File: src/rtl/if_id_pkg.sv
// rtl/if_id_pkg.sv - shared defaults for the IF/ID pipeline register
//
// Purpose: holds the default instruction and PC widths and the bubble
//          (NOP) encoding used by if_id and its pipe_reg instances.
// Ports:   none (package).
package if_id_pkg;

    localparam int IF_ID_INSTR_W = 19;
    localparam int IF_ID_PC_W    = 8;

    // Bubble encoding: an all-zero instruction word.
    localparam logic [IF_ID_INSTR_W-1:0] IF_ID_NOP_INSTR = '0;

endpackage

File: src/rtl/pipe_reg.sv
// rtl/pipe_reg.sv - generic pipeline field register with reset, clear and load
//
// Purpose: one pipeline field. Priority is reset > clear > load > hold.
// Ports:
//   clk          in   1      rising-edge clock
//   reset        in   1      synchronous, active-high; loads RST_VAL
//   i_load       in   1      capture i_d
//   i_clear      in   1      capture i_clear_val (wins over i_load)
//   i_clear_val  in   WIDTH  value loaded by a clear
//   i_d          in   WIDTH  data to capture
//   o_q          out  WIDTH  registered field, driven straight from the flop
module pipe_reg #(
    parameter int               WIDTH   = 1,
    parameter logic [WIDTH-1:0] RST_VAL = '0
) (
    input  logic             clk,
    input  logic             reset,
    input  logic             i_load,
    input  logic             i_clear,
    input  logic [WIDTH-1:0] i_clear_val,
    input  logic [WIDTH-1:0] i_d,
    output logic [WIDTH-1:0] o_q
);

    logic [WIDTH-1:0] r_q;

    always_ff @(posedge clk) begin
        if (reset) begin
            r_q <= RST_VAL;
        end else if (i_clear) begin
            r_q <= i_clear_val;
        end else if (i_load) begin
            r_q <= i_d;
        end
    end

    assign o_q = r_q;

endmodule

File: src/rtl/if_id.sv
// rtl/if_id.sv - IF/ID pipeline register with stall and optional flush
//
// Purpose: registers the fetched instruction and PC+1 for the ID stage.
//          Priority is reset > flush > write > hold. The flush input only
//          exists when the macro IF_ID_FLUSH_EN is defined.
// Ports:
//   clk               in   1        rising-edge clock
//   reset             in   1        synchronous, active-high
//   next_instruction  in   INSTR_W  instruction fetched in IF
//   pc_plus_one_IF    in   PC_W     IF-stage PC+1
//   IF_IDwrite        in   1        load enable; 0 = stall/hold
//   IF_IDflush        in   1        bubble insert (IF_ID_FLUSH_EN only)
//   instruction       out  INSTR_W  registered instruction for ID
//   pc_plus_one_ID    out  PC_W     registered PC+1 for ID
//   valid_ID          out  1        ID holds a real instruction
module if_id
    import if_id_pkg::*;
#(
    parameter int                 INSTR_W   = IF_ID_INSTR_W,
    parameter int                 PC_W      = IF_ID_PC_W,
    parameter logic [INSTR_W-1:0] NOP_INSTR = INSTR_W'(IF_ID_NOP_INSTR)
) (
    input  logic               clk,
    input  logic               reset,
    input  logic [INSTR_W-1:0] next_instruction,
    input  logic [PC_W-1:0]    pc_plus_one_IF,
    input  logic               IF_IDwrite,
`ifdef IF_ID_FLUSH_EN
    input  logic               IF_IDflush,
`endif
    output logic [INSTR_W-1:0] instruction,
    output logic [PC_W-1:0]    pc_plus_one_ID,
    output logic               valid_ID
);

    logic w_flush;
    logic w_load;

`ifdef IF_ID_FLUSH_EN
    assign w_flush = IF_IDflush;
`else
    assign w_flush = 1'b0;
`endif

    // A flush must not let PC+1 advance, so load is masked by flush here
    // rather than relying on the clear priority inside pipe_reg.
    assign w_load = IF_IDwrite & ~w_flush;

    pipe_reg #(
        .WIDTH   (INSTR_W),
        .RST_VAL (NOP_INSTR)
    ) u_instr_reg (
        .clk         (clk),
        .reset       (reset),
        .i_load      (w_load),
        .i_clear     (w_flush),
        .i_clear_val (NOP_INSTR),
        .i_d         (next_instruction),
        .o_q         (instruction)
    );

    // PC+1 is never cleared by a flush; it simply holds.
    pipe_reg #(
        .WIDTH   (PC_W),
        .RST_VAL ('0)
    ) u_pc_reg (
        .clk         (clk),
        .reset       (reset),
        .i_load      (w_load),
        .i_clear     (1'b0),
        .i_clear_val ('0),
        .i_d         (pc_plus_one_IF),
        .o_q         (pc_plus_one_ID)
    );

    pipe_reg #(
        .WIDTH   (1),
        .RST_VAL (1'b0)
    ) u_valid_reg (
        .clk         (clk),
        .reset       (reset),
        .i_load      (w_load),
        .i_clear     (w_flush),
        .i_clear_val (1'b0),
        .i_d         (1'b1),
        .o_q         (valid_ID)
    );

endmodule

File: config.mk
export PLATFORM = sky130hd
export DESIGN_NAME = if_id
export DESIGN_NICKNAME = d
export VERILOG_FILES = /design/src/rtl/if_id_pkg.sv /design/src/rtl/pipe_reg.sv /design/src/rtl/if_id.sv
export SDC_FILE = /design/constraint.sdc
export NUM_CORES = 1
export LEC_CHECK = 0
export CORE_MARGIN = 5
export CORE_UTILIZATION = 41
export CTS_BUF_LIST = sky130_fd_sc_hd__clkbuf_2
export DETAILED_ROUTE_END_ITERATION = 8
export GPL_ROUTABILITY_DRIVEN = 0
export PLACE_DENSITY = 0.86
export SLEW_MARGIN = 20
export SYNTH_ARGS = -nofsm -noshare
export SYNTH_HDL_FRONTEND = slang
export SYNTH_SLANG_ARGS = --single-unit
File: constraint.sdc
create_clock -name clk -period 1.4 [get_ports clk]
set_clock_uncertainty 0.1 [all_clocks]
set_input_delay 0.28 -clock clk [delete_from_list [all_inputs] [get_ports clk]]
set_output_delay 0.28 -clock clk [all_outputs]
set_load 0.02 [all_outputs]
* After elaboration in Yosys (flattened, before gate mapping) *
Cells that the tools add are included.

word-level totals
  flip-flop bits (word level) = 28
  input port bits = 30
  logic and storage cells = 3
  output and inout port bits = 28

* Depth between registers and ports, before layout *
  depth in word-level cells = 0
  depth in mapped cells = 4
  gate-level depth less buffers = 2

* Hierarchy *
Synthesis repeated with hierarchy kept, for this count alone.

second synthesis, totals
  cell total of the unflattened synthesis = 126
  area, all modules = 1,318.8 µm²

modules (own cells, without submodules)
  module                   times used  area an instance (µm²)  cells each
  pipe_reg at u_instr_reg  1           889.6                   84
  pipe_reg at u_pc_reg     1           369.1                   35
  pipe_reg at u_valid_reg  1           52.6                    5
  if_id                    1           7.5                     2

* Worst setup path after synthesis *
OpenSTA, ideal clock, no wires.

  path kind = input to register
  start = input IF_IDwrite
  end = register u_instr_reg.r_q[10] (netlist: u_instr_reg.o_q[10])
  arrival time = 0.781 ns
  stages = 4
  path buffers = 2
  required time = 1.183 ns
  setup slack = 0.402 ns
  cell sequence = buf_6 buf_12 mux2i_1 nor2_1

RTL lines
  item                  RTL line        RTL
  start, declared       if_id.sv:27     input logic IF_IDwrite,
  end signal, assigned  pipe_reg.sv:31  r_q <= i_clear_val;
  end signal, assigned  pipe_reg.sv:33  r_q <= i_d;
  end, declared         pipe_reg.sv:25  logic [WIDTH-1:0] r_q;

* Final worst setup path *
  start = register u_pc_reg.r_q[0] (netlist: u_pc_reg.o_q[0])
  end = output pc_plus_one_ID[0]

RTL lines
  item                    RTL line        RTL
  start, declared         pipe_reg.sv:25
  start signal, assigned  pipe_reg.sv:31
  start signal, assigned  pipe_reg.sv:33
  end, declared           if_id.sv:32     output logic [PC_W-1:0] pc_plus_one_ID,

No word-level cell between the ends.

==> impl_results.md <==
* Largest net degree at the start of global routing at 29
* Logic gate share of total power at 0.218
* Clock latency on the worst-skew pair at 340 ps
* I/O Buffers at 57
* Outcome: finished clean
* Die X at 59.5 microns
* H-tree lvl count at 1
* Worst Hold Launch: u_valid_reg.o_q
* Cell variety after synth at 6
* R2r startpoint: u_instr_reg.o_q[4]
* Cell count after synthesis at 90
* Initial Util at 0.417
* Initial drt markers at 21
* WHS Endpoint: u_valid_reg.o_q
* Power share of the clock group at 0.187
* Post-DP HPWL at 1860 microns
* Clk sinks at 28
* Worst Path Max Fanout at 2
* Hold crit path type: flop to flop
* Dpl ws at -139 ps
* Setup CP Type: flop to output pin
* R2R depth at 2
* Chip Height at 59.5 microns
* Setup WS post-layout at 36.8 ps
* Worst Path Buf+Inv at 1
* Final hold vios at 0
* Crit end category: output pin
* WHS at 398 ps
* Hold path cells at 2
* Seq cells post-synth at 28
* Endpoints failing setup at 0
* Post-DR wirelength/cell at 14.5 microns
* Final slew viol count at 0
* Peak VDD IR at 0.782 mV
* Fin util at 0.657
* Clock root buffer: clkbuf_2
* Post-route ant nets at 0
* Critical path required time at 1020 ps
* Seq/Total Area, Yosys at 0.557
* Area grow syn2layout at 57.3%
* Psw at 389 uW
* GRT Overall Usage at 0.143
* CP max stage delay at 390 ps
* Clock Path Buffers at 2
* Internal at 1.09 mW
* Sequential Power Share at 0.595
* Share of cells above drive strength 1 at 0.415
* Setup TNS at 0 ps
* Worst-path clk slew at 240 ps
* Worst slew pin tran at 240 ps
* Cell at the slowest stage of the critical path: dfxtp_2
* Vias post-DR at 834
* Layout Nets at 178
* Crit path cell chain: clkdlybuf4s15_2
* First-pass GRT wire length at 3900 microns
* Die footprint at 3540 sq um
* Static Leak at 0.728 nW
* Synth warn at 0
* Routed WL at 2560 microns
* # diodes at 0
* CTS tree: done
* Routed vias/inst at 4.71
* Core footprint at 2410 sq um
* Synth Net Count at 120
* Crit path DAT at 980 ps
* Total gr overflow at 0
* Cell Area, Synth at 1010 sq um
* Sw frac at 0.263
* R2r setup slk at 650 ps
* Max frequency at 734 MHz
* DR DRC count at 0
* Pwr Total at 1.48 mW
* Startpoint Class: flop
* # rows at 18
* Max-Cap Viols at 0
* Pre-Repair DR Iteration Count at 4
* Reg2Reg Capture Point: u_instr_reg.o_q[4]
* Pwr dens at 934 nW/um^2
* Relative slew slack at 0.840
* Kind of cell adding the most delay to the critical path: flip-flops
* Setup bufs post-CTS at 0
* Fin crit share at 0.974
* Ports at 58
* Initial antenna violation count at 0
* Fin crit period at 1360 ps
* Mapped Avg Cell Area at 11.2 sq um
* Vias in the first global route at 855
* Num CTS Buffers at 3
-- flip-flops by register name (all words and copies together), names as in the netlist --
| signal | count |
|---|---|
| u_valid_reg.o_q | 1 |
| u_pc_reg.o_q | 8 |
| u_instr_reg.o_q | 19 |
-- per-stage QoR --
step | instances | area (sq um)
floorplan | 90 | 1010
global placement | 173 | 1590
detailed placement | 173 | 1590
CTS | 177 | 1640
global route | 177 | 1580
finish | 177 | 1580
-- per-layer routing --
| metal | part of all wire | wire length (microns) | GRT usage |
|---|---|---|---|
| met1 | 0.39 | 990 | 0.164 |
| met2 | 0.51 | 1310 | 0.257 |
| met3 | 0.10 | 263 | 0.0414 |
| met4 | 0 | 0 | 0.0380 |
| met5 | 0 | 0 | 0 |
-- how the worst max path moves through the flow --
stage | start | to | slack [ps] | cells past startpoint
finish | u_pc_reg.o_q[0] | pc_plus_one_ID[0] | 40 | 1
global route | u_pc_reg.o_q[0] | pc_plus_one_ID[0] | -20 | 1
CTS | u_instr_reg.o_q[16] | instruction[16] | 2 | 1
detailed placement | IF_IDwrite | u_instr_reg.o_q[7] | -140 | 4
global placement | IF_IDwrite | u_instr_reg.o_q[7] | -90 | 4
floorplan | IF_IDwrite | u_instr_reg.o_q[10] | 400 | 4
-- layout make-up --
type,count,area (sq um)
clock buffer,3,15.0
clock inverter,1,3.75
fill,207,827
multi-input combinational,56,379
sequential,28,596
tap,30,37.5
timing repair buffer,59,552
-- synthesized netlist by cell type --
cell     instances  share of area
nor2_1          29           0.11
buf_12           2          0.040
dfxtp_1         28           0.56
buf_2            3          0.015
buf_6            1          0.011
mux2i_1         27           0.27
-- power by group through the flow --
stage | sequential, mW | combinational, mW | clock [mW]
6_report | 0.879 | 0.323 | 0.277
5_1_grt | 0.887 | 0.345 | 0.316
4_1_cts | 0.874 | 0.341 | 0.284
3_5_place_dp | 0.887 | 0.353 | 0
3_3_place_gp | 0.885 | 0.348 | 0
2_1_floorplan | 0.944 | 0.108 | 0
-- kinds of logic after synthesis --
| family | Yosys count | synth area share |
|---|---|---|
| multiplexers | 27 | 0.269 |
| buffers and inverters | 6 | 0.0659 |
| AND/OR/NAND/NOR | 29 | 0.108 |
| flip-flops | 28 | 0.557 |
-- what timing repair did --
item                                   in CTS  in global routing
hold buffers                                0                  0
resized for setup                          86                 41
endpoints found under the hold margin       0                  0
setup endpoints to repair                  28                 28
-- cells in the final DEF (no fill, tap or decap) --
| cell type | instances |
|---|---|
| nor2_1 | 29 |
| buf_12 | 2 |
| clkinv_1 | 1 |
| clkbuf_2 | 3 |
| buf_2 | 15 |
| clkdlybuf4s50_1 | 29 |
| clkdlybuf4s15_2 | 13 |
| mux2i_1 | 27 |
| dfxtp_2 | 28 |
Power figures use the tool's default switching activity.
